<file path="src/rtl/write_fsm_if.sv">
// ============================================================================
// Module   : write_fsm_if
// Brief    : ALU result stream and register-file write port of write_fsm.
// Revision : 1.0
// ============================================================================
`default_nettype none

interface write_fsm_if #(
    parameter int WIDTH  = 8,
    parameter int ADDR_W = 4
);
    logic              isreg;
    logic [ADDR_W-1:0] regsel;
    logic              res_valid;
    logic [WIDTH-1:0]  res_data;
    logic              res_ready;
    logic              wr_en;
    logic [ADDR_W-1:0] wr_addr;
    logic [WIDTH-1:0]  wr_data;
    logic              busy;
    logic              done;

    modport master (
        output isreg, regsel, res_valid, res_data,
        input  res_ready, wr_en, wr_addr, wr_data, busy, done
    );

    modport slave (
        input  isreg, regsel, res_valid, res_data,
        output res_ready, wr_en, wr_addr, wr_data, busy, done
    );
endinterface

`default_nettype wire

</file>
<file path="src/rtl/write_fsm.sv">
// ============================================================================
// Module   : write_fsm
// Brief    : Write-back sequencer: burst of ELEMS results to consecutive regs.
// Revision : 1.0
// ============================================================================
`default_nettype none

module write_fsm #(
    parameter int WIDTH  = 8,
    parameter int ADDR_W = 4,
    parameter int ELEMS  = 4
) (
    input  wire logic    clk,
    input  wire logic    rst,
    write_fsm_if.slave   bus
);
    localparam int CNT_W = (ELEMS > 1) ? $clog2(ELEMS) : 1;

    typedef enum logic [1:0] {
        ST_IDLE  = 2'd0,
        ST_ARMED = 2'd1,
        ST_DONE  = 2'd2
    } state_t;

    state_t            r_state;
    state_t            w_next;
    logic [CNT_W-1:0]  r_cnt;
    logic [ADDR_W-1:0] r_base;
    logic              r_wr_en;
    logic [ADDR_W-1:0] r_wr_addr;
    logic [WIDTH-1:0]  r_wr_data;
    logic              w_start;
    logic              w_accept;
    logic              w_ready;
    logic              w_busy;
    logic              w_done;

    always_ff @(posedge clk or posedge rst) begin
        if (rst) begin
            r_state <= ST_IDLE;
        end else begin
            r_state <= w_next;
        end
    end

    always_comb begin
        w_next   = r_state;
        w_start  = 1'b0;
        w_accept = 1'b0;
        w_ready  = 1'b0;
        w_busy   = 1'b0;
        w_done   = 1'b0;
        case (r_state)
            ST_IDLE: begin
                if (bus.isreg) begin
                    w_start = 1'b1;
                    w_next  = ST_ARMED;
                end
            end
            ST_ARMED: begin
                w_ready  = 1'b1;
                w_busy   = 1'b1;
                w_accept = bus.res_valid;
                if (bus.res_valid && (r_cnt == CNT_W'(ELEMS - 1))) begin
                    w_next = ST_DONE;
                end
            end
            ST_DONE: begin
                w_busy = 1'b1;
                w_done = 1'b1;
                w_next = ST_IDLE;
            end
            default: begin
                w_next = ST_IDLE;
            end
        endcase
    end

    // Address arithmetic truncates to ADDR_W bits so the burst wraps silently.
    always_ff @(posedge clk or posedge rst) begin
        if (rst) begin
            r_cnt     <= '0;
            r_base    <= '0;
            r_wr_en   <= 1'b0;
            r_wr_addr <= '0;
            r_wr_data <= '0;
        end else begin
            r_wr_en <= w_accept;
            if (w_start) begin
                r_base <= bus.regsel;
                r_cnt  <= '0;
            end
            if (w_accept) begin
                r_cnt     <= r_cnt + 1'b1;
                r_wr_addr <= r_base + ADDR_W'(r_cnt);
                r_wr_data <= bus.res_data;
            end
        end
    end

    assign bus.res_ready = w_ready;
    assign bus.busy      = w_busy;
    assign bus.done      = w_done;
    assign bus.wr_en     = r_wr_en;
    assign bus.wr_addr   = r_wr_addr;
    assign bus.wr_data   = r_wr_data;
endmodule

`default_nettype wire
</file>
<file path="src/flat_wrapper.sv">
// flat-port wrapper written by rule: the top's interface ports become plain ports
module write_fsm_flat 
#(
    parameter int WIDTH  = 8,
    parameter int ADDR_W = 4,
    parameter int ELEMS  = 4
)
  (clk, rst, bus_isreg, bus_regsel, bus_res_valid, bus_res_data, bus_res_ready, bus_wr_en, bus_wr_addr, bus_wr_data, bus_busy, bus_done);
  write_fsm_if #(.WIDTH(WIDTH), .ADDR_W(ADDR_W)) bus_i ();
  input  wire logic clk;
  input  wire logic rst;
  input wire logic [$bits(bus_i.isreg)-1:0] bus_isreg;
  input wire logic [$bits(bus_i.regsel)-1:0] bus_regsel;
  input wire logic [$bits(bus_i.res_valid)-1:0] bus_res_valid;
  input wire logic [$bits(bus_i.res_data)-1:0] bus_res_data;
  output wire logic [$bits(bus_i.res_ready)-1:0] bus_res_ready;
  output wire logic [$bits(bus_i.wr_en)-1:0] bus_wr_en;
  output wire logic [$bits(bus_i.wr_addr)-1:0] bus_wr_addr;
  output wire logic [$bits(bus_i.wr_data)-1:0] bus_wr_data;
  output wire logic [$bits(bus_i.busy)-1:0] bus_busy;
  output wire logic [$bits(bus_i.done)-1:0] bus_done;
  assign bus_i.isreg = bus_isreg;
  assign bus_i.regsel = bus_regsel;
  assign bus_i.res_valid = bus_res_valid;
  assign bus_i.res_data = bus_res_data;
  assign bus_res_ready = bus_i.res_ready;
  assign bus_wr_en = bus_i.wr_en;
  assign bus_wr_addr = bus_i.wr_addr;
  assign bus_wr_data = bus_i.wr_data;
  assign bus_busy = bus_i.busy;
  assign bus_done = bus_i.done;
  write_fsm #(.WIDTH(WIDTH), .ADDR_W(ADDR_W), .ELEMS(ELEMS)) u_core (.clk(clk), .rst(rst), .bus(bus_i));
endmodule
</file>
<file path="config.mk">
export PLATFORM = sky130hd
export DESIGN_NAME = write_fsm_flat
export DESIGN_NICKNAME = d
export VERILOG_FILES = /design/src/rtl/write_fsm_if.sv /design/src/rtl/write_fsm.sv /design/src/flat_wrapper.sv
export SDC_FILE = /design/constraint.sdc
export NUM_CORES = 1
export LEC_CHECK = 0
export ABC_AREA = 1
export CORE_ASPECT_RATIO = 1.1
export CORE_MARGIN = 2
export CORE_UTILIZATION = 50
export DETAILED_ROUTE_END_ITERATION = 12
export DONT_BUFFER_PORTS = 1
export GPL_TIMING_DRIVEN = 0
export PLACE_DENSITY_LB_ADDON = 0.1
export SYNTH_ARGS = -nofsm -noshare
export SYNTH_HDL_FRONTEND = slang
export SYNTH_SLANG_ARGS = --single-unit
</file>
<file path="constraint.sdc">
create_clock -name clk -period 1.5 [get_ports clk]
set_clock_uncertainty 0.1 [all_clocks]
set_input_delay 0.15 -clock clk [delete_from_list [all_inputs] [get_ports clk]]
set_output_delay 0.15 -clock clk [all_outputs]
set_load 0.03 [all_outputs]
</file>
== Word level (Yosys, flattened, before mapping) ==
Cells that the tools add are included.
Storage, ports and cells
  bits in registers: 21
  input bits: 16
  output and inout bits: 16
  logic and storage cells: 29
Operators by class
  add/sub/neg operators: 2
  equal/unequal tests: 5
  mux-type cells: 11
  reductions and logical operators: 5
Operator list (count)
  2-to-1 mux 2 bit: 4
  2-to-1 mux 1 bit: 6
  adder 4 x 2 -> 4 bit: 1
  equality test 2 bit (second input constant): 2
  case mux 2 bit (2 select lines): 1
  adder 2 x 1 -> 2 bit (second input constant): 1
  equality test 2 x 1 -> 1 bit (second input constant): 1
  zero test 2 bit: 1
  != test 2 x 1 -> 1 bit (second input constant): 1
  != test 2 bit (second input constant): 1
  AND reduction 2 bit: 1
  nonzero test 2 bit: 1
  OR reduction 2 bit: 1
  logical AND 1 bit: 1

== Depth between registers and ports, before layout ==
  depth in word-level cells: 4
  mapped depth: 7
  mapped depth without buffers: 6

== Least setup slack after synthesis ==
OpenSTA, ideal clock, no wires.
  path kind: reg-to-reg
  start point: reg u_core.r_state[1]
  end point: reg u_core.r_wr_addr[3] (netlist: u_core.bus.wr_addr[3])
  library setup time: 117 ps
  data arrival time: 1285 ps
  data required time: 1283 ps
  setup slack: -2 ps
  stages on the path, launching flop included: 7
  path buffers: 1
  clock period less this slack: 1502 ps
  cell sequence: dfrtp_1 -> inv_1 -> ha_1 -> nand2_2 -> buf_4 -> nand2_1 -> nand2_1
On the way
  word-level cells in the longest chain between the ends: 2
Ends and longest elaborated chain
  start, declared: line write_fsm.sv:25  | state_t r_state;
  start signal, assigned: line write_fsm.sv:42  | r_state <= w_next;
  equality test 2 x 1 -> 1 bit: line write_fsm.sv:53  | case (r_state)
  2-to-1 mux 1 bit: line write_fsm.sv:53
  end signal, assigned: line write_fsm.sv:95  | r_wr_addr <= r_base + ADDR_W'(r_cnt);
  end, declared: line write_fsm.sv:30  | logic [ADDR_W-1:0] r_wr_addr;
Every way passes these cells.
A chain may end at the register's enable or synchronous reset.

== Final worst setup path ==
  start point: reg u_core.r_state[0]
  end point: out bus_busy
On the way
  word-level cells in the longest chain between the ends: 3
  elaborated cells on any way between the ends: 4
  those cells by class: 2 x eq/ne; 1 x mux; 1 x reduce/logical
Ends and longest elaborated chain
  equality test 2 bit / equality test 2 x 1 -> 1 bit (equally long branches): line write_fsm.sv:53
  OR reduction 2 bit (no source line) (*)
  2-to-1 mux 1 bit (*): line write_fsm.sv:53
  end, declared: line flat_wrapper.sv:20  | output wire logic [$bits(bus_i.busy)-1:0] bus_busy;
Mark *: on every way between the ends. The rest lies on a longest branch, timed or not.

==> run_results.csv <==
group,metric,value,unit
die,dieArea,2290,µm²
placement,post-place-ws,-0.0319,ns
die,start_util,0.535,
clock_network,clk_latency,0.30,ns
placement,hpwl,1240,µm
setup_path,rrSetupSlack,0.07,ns
pwr,peakVddDrop,1.14,mV
synthesis,synth_cells,107,
final_layout,fin_util,0.663,
global_route,grt_pass1_wl,3230,µm
die,ios,32,
final_layout,num_antenna_cells,0,
timing,fin_ws,0.0274,ns
setup_path,critPathCaptureType,"primary output",
synthesis,synthesis.nets,131,
global_route,antenna_found_initial,0,
run_status,status,"finished clean",
die,row_count,16,
synthesis,synth_top_flop_cell,"dfrtp_1",
detailed_routing,via_per_inst,5.14,
global_route,grt_pass1_vias,778,
pwr,p_seq_frac,0.508,
pwr,swShare,0.489,
clock_network,clk_path_buf_depth,2,
clock_network,cts-root-buf,"clkbuf_4",
synthesis,synthTopCellsByCount,"nand2_1 (45), dfrtp_1 (21), inv_1 (8)",
timing,setup_viol,0,
final_layout,nNetsFinal,152,
synthesis,ys_top_cells_by_area,"dfrtp_1 (55%), nand2_1 (18%), ha_1 (9.1%), a21oi_1 (3.1%), nand3_1 (3.1%)",
setup_path,path_class,"reg2out",
synthesis,synth.avg_cell_area,9.00,µm²
detailed_routing,dr.pass1.iters,4,
final_layout,final_layout_size_suffix_gt1_frac,0.110,
die,core,1800,µm²
die,dieWidth,45.9,µm
detailed_routing,drtAntennaViolNets,0,
detailed_routing,dr_wl_met3,60,µm
placement,port_buffers,0,
pwr,p_clk_frac,0.101,
setup_path,startpoint_type,"register",
synthesis,ys_seq_elements,21,
detailed_routing,wl_met1,740,µm
detailed_routing,dr.max_layer_used,"met4",
detailed_routing,drtIter0Drc,5,
timing,hold_viol_final,0,
synthesis,seq_area_frac_synth,0.545,
global_route,grtUsageTotal,0.193,
clock_network,cts_tree,"yes",
global_route,grt_max_degree,22,
timing,rsz0062_at_grt,"yes",
detailed_routing,drc_errors,0,
final_layout,multi_input_area,404,µm²
synthesis,async_reset_ff_frac,1.00,
clock_network,htreeDepth,1,
detailed_routing,wirelength,1860,µm
synthesis,synth_cell_types,15,
timing,hold_slack,0.0183,ns
synthesis,yosysTopAreaCell,"dfrtp_1",
placement,gp_congestion,0.809,
timing,max_slew_margin,0.483,
detailed_routing,dr_wl_met2,1030,µm
synthesis,synth_most_common_cell,"nand2_1",
synthesis,netlist.area_leader.share,0.545,
pwr,switchingPower,1280,µW
global_route,grt-ovfl-total,0,
timing,min_period_over_period,0.982,
clock_network,numCtsBuffers,3,
pwr,p_int,1340,µW
pwr,combPwrFrac,0.390,
final_layout,fill_cells,156,
final_layout,regArea,526,µm²
timing,tightestPinTransition,0.775,ns
timing,max_freq,0.679,GHz
synthesis,synth_edf_count,0,
synthesis,synth_area,963,µm²
die,die_height,50.0,µm
final_layout,area_growth,23.9,%
detailed_routing,wl_per_cell,12.8,µm
pwr,total_power,2620,µW
timing,fin_crit,1.47,ns
setup_path,critical_path_arrival,1.22,ns
run,maxCapViolations,0,
hold_path,holdCritPathClass,"in2reg",
setup_path,crit_required,1.25,ns
pwr,power.density,2200,nW/µm²
clock_network,clk_pin_slew,0.11,ns
pwr,p_leak,0.000625,µW
clock_network,clkSinkCount,21,
timing,drv_slew,0,
synthesis,yosys_warnings,0,
detailed_routing,via_count,746,
setup_path,critPathMaxFanout,4,
-- flip-flops by register name, indices dropped and copies added (netlist names) --
signal,cells
u_core.r_base,4
u_core.r_state,2
u_core.bus.wr_data,8
u_core.r_cnt,2
u_core.bus.wr_addr,4
u_core.bus.wr_en,1
-- cell type report --
class                           instances  area share
Buffer                                  2      0.0157
Clock buffer                            3      0.0189
Clock inverter                          1     0.00419
Inverter                               10      0.0314
Multi-Input combinational cell         74       0.339
Sequential cell                        21       0.440
Tap cell                               18      0.0189
Timing Repair Buffer                   16       0.132
-- power groups by stage --
stage               Clock [µW]  Combinational [µW]  Sequential, µW
CTS                        279                1010            1340
detailed placement           0                 909            1340
global placement             0                 875            1340
finish                     266                1020            1330
floorplan                    0                 772            1290
global route               306                1200            1360
-- final timing paths --
check                                              startpoint                                end  depth (start not counted)
worst min register to register   u_core.r_base[0]$_DFFE_PP0P_       u_core.r_base[0]$_DFFE_PP0P_                          2
min in group asynchronous                                 rst  u_core.bus.wr_data[3]$_DFFE_PP0P_                          2
worst max register to register   u_core.r_base[0]$_DFFE_PP0P_  u_core.bus.wr_addr[2]$_DFFE_PP0P_                          5
max in group asynchronous                                 rst        u_core.r_cnt[1]$_DFFE_PP0P_                          2
worst min-delay path                            bus_res_valid      u_core.r_state[1]$_DFFE_PP0P_                          4
worst max-delay path            u_core.r_state[0]$_DFFE_PP0P_                           bus_busy                          2
-- cell usage in the layout (no fill, tap or decap) --
master         synthesis  routed
a21oi_1                6       6
buf_4                  1       2
buf_6                  1       1
clkbuf_4               0       3
clkinv_2               0       1
dfrtp_1               21      21
dlygate4sd3_1          0      15
fa_1                   1       1
ha_1                   7       4
ha_2                   0       2
ha_4                   0       1
inv_1                  8       7
inv_2                  2       3
nand2_1               45      45
nand2_4                0       1
nand3_1                6       6
nor2_1                 4       4
o21ai_0                2       1
o21ai_1                1       2
xor2_1                 1       1
-- metal layers --
metal	GRT usage	vias up
li1	-	372
met1	0.216	347
met2	0.343	22
met3	0.0403	5
met4	0.0667	0
met5	0	-
-- cell families after synthesis --
group,synth area share
fa+ha+maj,0.112
buf+inv,0.0584
simple gates,0.229
flops,0.545
compound gates,0.0467
xor+xnor,0.00909
-- metrics by stage --
step,TNS [ns],std cells,cell area (µm²)
finish,0,145,1190
global route,-0.0657,145,1190
CTS,-0.00407,145,1190
global placement,0,125,988
floorplan,0,107,966
detailed placement,-0.220,125,988
-- worst max-delay path: stages, from the launching register on --
cell	delay, ns
dfrtp_1	0.40
inv_1	0.10
ha_2	0.42
-- repair_timing --
item	CTS	global route
hold buffers	15	0
setup buffers	1	0
endpoints found under the setup margin	11	14
gates resized for setup	2	4
endpoints found under the hold margin	36	0
pin swaps	0	1
Power figures use the tool's default switching activity.
